File: src/rtl/shifter.sv
// shifter: registered 32-bit logical barrel shifter
// log-stage datapath, one-cycle latency
module shifter #(
  parameter int WIDTH = 32,
  parameter int SHAMT = 5
) (
  input  logic             clk,
  input  logic             rst_n,
  input  logic [WIDTH-1:0] toshift,
  input  logic [SHAMT-1:0] number,
  input  logic             direction,
  output logic [WIDTH-1:0] shifted
);

  logic [WIDTH-1:0] stage [SHAMT+1];

  assign stage[0] = toshift;

  for (genvar k = 0; k < SHAMT; k++) begin : g_stage
    logic [WIDTH-1:0] sl;
    logic [WIDTH-1:0] sr;
    assign sl = stage[k] << (1 << k);
    assign sr = stage[k] >> (1 << k);
    // stage k moves by 2^k when its amount bit is set
    always_comb begin
      stage[k+1] = stage[k];
      if (number[k])
        stage[k+1] = direction ? sr : sl;
    end
  end

  // capture the shift result every edge; async clear
  always_ff @(posedge clk or negedge rst_n) begin
    if (!rst_n)
      shifted <= '0;
    else
      shifted <= stage[SHAMT];
  end

endmodule

File: config.mk
export PLATFORM = sky130hd
export DESIGN_NAME = shifter
export DESIGN_NICKNAME = d
export VERILOG_FILES = /design/src/rtl/shifter.sv
export SDC_FILE = /design/constraint.sdc
export NUM_CORES = 1
export LEC_CHECK = 0
export CORE_MARGIN = 2
export CORE_UTILIZATION = 24
export DETAILED_ROUTE_END_ITERATION = 7
export PLACE_DENSITY = 0.43
export SLEW_MARGIN = 20
export SYNTH_ARGS = -nofsm -noshare
export SYNTH_HDL_FRONTEND = slang
export SYNTH_SLANG_ARGS = --single-unit
export TNS_END_PERCENT = 50
File: constraint.sdc
create_clock -name clk -period 1 [get_ports clk]
set_clock_uncertainty 0.15 [all_clocks]
set_input_delay 0.25 -clock clk [delete_from_list [all_inputs] [get_ports clk]]
set_output_delay 0.25 -clock clk [all_outputs]
set_load 0.01 [all_outputs]
==> impl_metrics.toml <==
[run_status]
status = "finished with violations"
failed_checks = "setup timing"

[drt]
antenna_violating_nets_post_route = 0
first_iter_violations = 650
routed_wire_length_per_instance_um = 23.5
detail_route.drc_violations = 0
routed-via-count = 6958
via_per_inst = 5.63
finalWirelength_um = 29100
firstDrtPassIters = 5

[grt]
global_route.usage.total = 0.262
grt_overflow_total = 0
global_route_wire_length_before_repair_um = 43600
first_global_vias = 6876
grt_start_max_net_pins = 33
number_of_antenna_violations_at_the_first_check_in_global_routing = 0

[power]
combinationalPowerShare = 0.641
power_report.internal_total_uw = 4860
pwr-share-clk = 0.178
share_seq_of_total_power = 0.181
switching_share = 0.408
power_leakage_uw = 0.00401
worst_ir_drop_vdd_mv = 0.555
power_switching_uw = 3350
p_per_area_mw_per_mm2 = 852

[sta]
setup_repair_after_global_routing_missed_its_margin = "yes"
timing.final.hold_violations = 0
fin_crit_sh = 1.92
layout_setup_ws_ns = -0.921
worst_slew_pin_slew_ns = 0.530
max_transition_viols_final = 0
maxSlewHeadroom = 0.647
setup_violations = 64
achievable_clock_frequency_mhz = 521
min_period_ns = 1.92
setup_tns_after_final_layout_ns = -31.57

[logic_synthesis]
synth-edff-count = 0
dominant_combinational_cell_family_by_area_after_synthesis = "compound AO/OA/AOI/OAI gates"
number_of_storage_elements_in_the_synthesis_netlist = 32
synth-seq-area-share = 0.164
synth_simple_gate_area_share = 0.184
netlist_area_mm2 = 0.00487
compound_cell_area_share_of_the_yosys_netlist = 0.354
post_synth_xor_area_fraction = 0
mappedNetlistNets = 707
multiplexer_share_of_the_synthesized_area = 0.220
synth_fa_ha_area_frac = 0
avgSynthCellArea_um2 = 7.30
ys.flop_type = "sky130_fd_sc_hd__dfrtp_1"
synth.yosys.warnings = 0
proportion_of_register_bits_with_asynchronous_set_or_reset_after_synthesis = 1.00
synthesis.instances = 667
synth_cell_type_count = 61

[cts]
root_buffer = "sky130_fd_sc_hd__clkbuf_16"
cts_max_level = 2
ctsLongestPathBuffers = 2
cts.sinks = 32
tritoncts_clock_tree = "built"
cts_inserted_buffers = 5
clkTransAtPathRegs_ns = 0.05

[critical_path]
worstSetupEndpointType = "flop"
timing.critical_path.max_delay_family = "compound AO/OA/AOI/OAI gates"
critical_path.max_stage_delay_ns = 0.27
crit_slowest_cell = "sky130_fd_sc_hd__o311ai_2"
critPathKind = "input port to flop"
critPathArrivalTime_ns = 1.90
cp.required_ns = 0.98
worstPathBufferInverterCount = 4
cp-start-kind = "input port"
critical_path_peak_fanout = 7
cp_cell_sequence = "buf_12 > buf_8 > mux2i_2 > a211oi_2 > buf_4 > buf_4 > o21ai_4 > o21ai_2 > o311ai_2 > o311ai_2"
crit_path_launch = "direction"

[place]
port_buffers = 71
dp_hpwl_um = 21800
placed_area_mm2 = 0.00758
place.gp.congestion = 0.954

[die]
io_pins = 72
fp.dieH_um = 146
starting_density_of_the_core = 0.243
fp.coreArea_mm2 = 0.0200
die_span_in_x_um = 146
fp.dieArea_mm2 = 0.0214
core.rowCount = 52

[layout]
layout-drive-gt1-share = 0.608
largest_registers = "shifted: 32 flops"
fin_util = 0.481
regMostFlops = "shifted"
antenna_cells = 0
largest_register_ffs = 32
area_delta_synth_final_pct = 98.1
post_route_cell_area_mm2 = 0.00965
fin_nets = 1006

[hold_path]
hp-class = "input port to asynchronous set/reset pin"

[run]
drv_cap = 0
## stage by stage
step / total power [uW] / hold slack [ns] / setup WS [ns] / instances
2_1_floorplan: 3380 / -0.196 / -0.892 / 667
3_3_place_gp: 5530 / 0.483 / -1.70 / 1182
3_5_place_dp: 5530 / 0.496 / -1.63 / 1182
4_1_cts: 7740 / 0.195 / -0.838 / 1216
5_1_grt: 8600 / 0.208 / -1.02 / 1236
6_report: 8220 / 0.186 / -0.921 / 1236
## power groups by stage
| stage | clock (uW) | sequential [uW] | combinational [uW] |
|---|---|---|---|
| 2_1_floorplan | 0 | 1580 | 1800 |
| 3_3_place_gp | 0 | 1510 | 4030 |
| 3_5_place_dp | 0 | 1510 | 4020 |
| 4_1_cts | 1490 | 1480 | 4760 |
| 5_1_grt | 1570 | 1500 | 5530 |
| 6_report | 1460 | 1490 | 5270 |
## final cells by class
| cell class | count | area (um^2) |
|---|---|---|
| clock buffer | 6 | 129 |
| clock inverter | 1 | 5.00 |
| fill | 2012 | 10400 |
| inverter | 10 | 46.3 |
| multi-input combinational | 559 | 5130 |
| sequential | 32 | 801 |
| tap | 270 | 338 |
| timing repair buffer | 358 | 3200 |
## cell families after synthesis
kind of cell / Yosys count
flip-flops: 32
AND/OR/NAND/NOR: 208
AO/OA/AOI/OAI: 252
buffers and inverters: 76
multiplexers: 99
## layer usage
metal	share of wire	vias up	track usage
met5	0	-	0
met3	0.059	53	0.0266
met4	0.028	0	0.0660
met1	0.45	3451	0.369
met2	0.46	288	0.431
li1	-	3166	-
## path summary, 6_finish.rpt
kind | depth (start not counted) | end | slack, ns
worst max-delay path | 10 | shifted[29] | -0.92
worst min-delay path | 2 | shifted[21] | 0.19
min in group clk | 2 | shifted[17] | 0.21
max in group asynchronous | 2 | shifted[7] | 0.33
## what timing repair did
action	in CTS	in global routing
gates cloned	5	0
pin swaps	85	54
endpoints found under the hold margin	0	0
hold buffers	0	0
buffers inserted	29	21
gates resized for setup	408	167
endpoints found under the setup margin	64	64
## cells in the mapped netlist (2+ instances only)
library cell / number / area, um^2
sky130_fd_sc_hd__and2_1: 5 / 31.3
sky130_fd_sc_hd__nor4_1: 2 / 12.5
sky130_fd_sc_hd__mux4_2: 5 / 113
sky130_fd_sc_hd__a2111oi_0: 2 / 17.5
sky130_fd_sc_hd__nor2_1: 92 / 345
sky130_fd_sc_hd__o311ai_0: 4 / 35.0
sky130_fd_sc_hd__mux2_2: 15 / 169
sky130_fd_sc_hd__a2bb2oi_1: 5 / 43.8
sky130_fd_sc_hd__nor2b_1: 4 / 25.0
sky130_fd_sc_hd__nor3_1: 24 / 120
sky130_fd_sc_hd__o22a_1: 2 / 17.5
sky130_fd_sc_hd__o32ai_1: 6 / 52.6
sky130_fd_sc_hd__o211ai_1: 6 / 45.0
sky130_fd_sc_hd__o221ai_1: 7 / 61.3
sky130_fd_sc_hd__a21o_1: 3 / 22.5
sky130_fd_sc_hd__clkbuf_1: 33 / 124
sky130_fd_sc_hd__buf_4: 9 / 67.6
sky130_fd_sc_hd__a221oi_1: 5 / 43.8
sky130_fd_sc_hd__a211oi_2: 3 / 37.5
sky130_fd_sc_hd__mux2i_1: 79 / 791
sky130_fd_sc_hd__nand3_1: 11 / 55.1
sky130_fd_sc_hd__a32oi_1: 2 / 17.5
sky130_fd_sc_hd__a21oi_1: 46 / 230
sky130_fd_sc_hd__or3_1: 3 / 18.8
sky130_fd_sc_hd__a221o_1: 2 / 20.0
sky130_fd_sc_hd__a31oi_1: 10 / 62.6
sky130_fd_sc_hd__o21a_1: 9 / 67.6
sky130_fd_sc_hd__o31a_1: 2 / 17.5
sky130_fd_sc_hd__o22ai_1: 33 / 206
sky130_fd_sc_hd__a311oi_1: 2 / 17.5
sky130_fd_sc_hd__a211oi_1: 28 / 210
sky130_fd_sc_hd__inv_1: 10 / 37.5
sky130_fd_sc_hd__nand2_1: 53 / 199
sky130_fd_sc_hd__buf_6: 2 / 22.5
sky130_fd_sc_hd__o2bb2ai_1: 3 / 26.3
sky130_fd_sc_hd__o21ai_0: 44 / 220
sky130_fd_sc_hd__a211o_1: 3 / 26.3
sky130_fd_sc_hd__nand2b_1: 10 / 62.6
sky130_fd_sc_hd__o31ai_1: 7 / 52.6
sky130_fd_sc_hd__o32a_1: 2 / 20.0
sky130_fd_sc_hd__dfrtp_1: 32 / 801
sky130_fd_sc_hd__buf_1: 3 / 11.3
sky130_fd_sc_hd__buf_2: 18 / 90.1
sky130_fd_sc_hd__a22oi_1: 4 / 30.0
## cells in the final DEF (no fill, tap or decap), types with 10 or more instances in the layout
cell type | Yosys | routed
sky130_fd_sc_hd__a211oi_1 | 28 | 10
sky130_fd_sc_hd__a211oi_2 | 3 | 16
sky130_fd_sc_hd__a21oi_1 | 46 | 25
sky130_fd_sc_hd__a21oi_2 | 0 | 16
sky130_fd_sc_hd__buf_12 | 1 | 18
sky130_fd_sc_hd__buf_2 | 18 | 23
sky130_fd_sc_hd__buf_4 | 9 | 216
sky130_fd_sc_hd__buf_6 | 2 | 49
sky130_fd_sc_hd__buf_8 | 0 | 10
sky130_fd_sc_hd__clkbuf_2 | 0 | 18
sky130_fd_sc_hd__dfrtp_1 | 32 | 32
sky130_fd_sc_hd__mux2i_1 | 79 | 42
sky130_fd_sc_hd__mux2i_2 | 0 | 22
sky130_fd_sc_hd__mux2i_4 | 0 | 15
sky130_fd_sc_hd__nand2_1 | 53 | 47
sky130_fd_sc_hd__nand3_1 | 11 | 10
sky130_fd_sc_hd__nor2_1 | 92 | 62
sky130_fd_sc_hd__nor2_2 | 0 | 19
sky130_fd_sc_hd__nor2_4 | 0 | 11
sky130_fd_sc_hd__nor3_1 | 24 | 14
sky130_fd_sc_hd__o21ai_0 | 44 | 21
sky130_fd_sc_hd__o21ai_1 | 0 | 14
sky130_fd_sc_hd__o22ai_1 | 33 | 13
sky130_fd_sc_hd__o22ai_2 | 0 | 14
(Power assumes the default switching activity.)
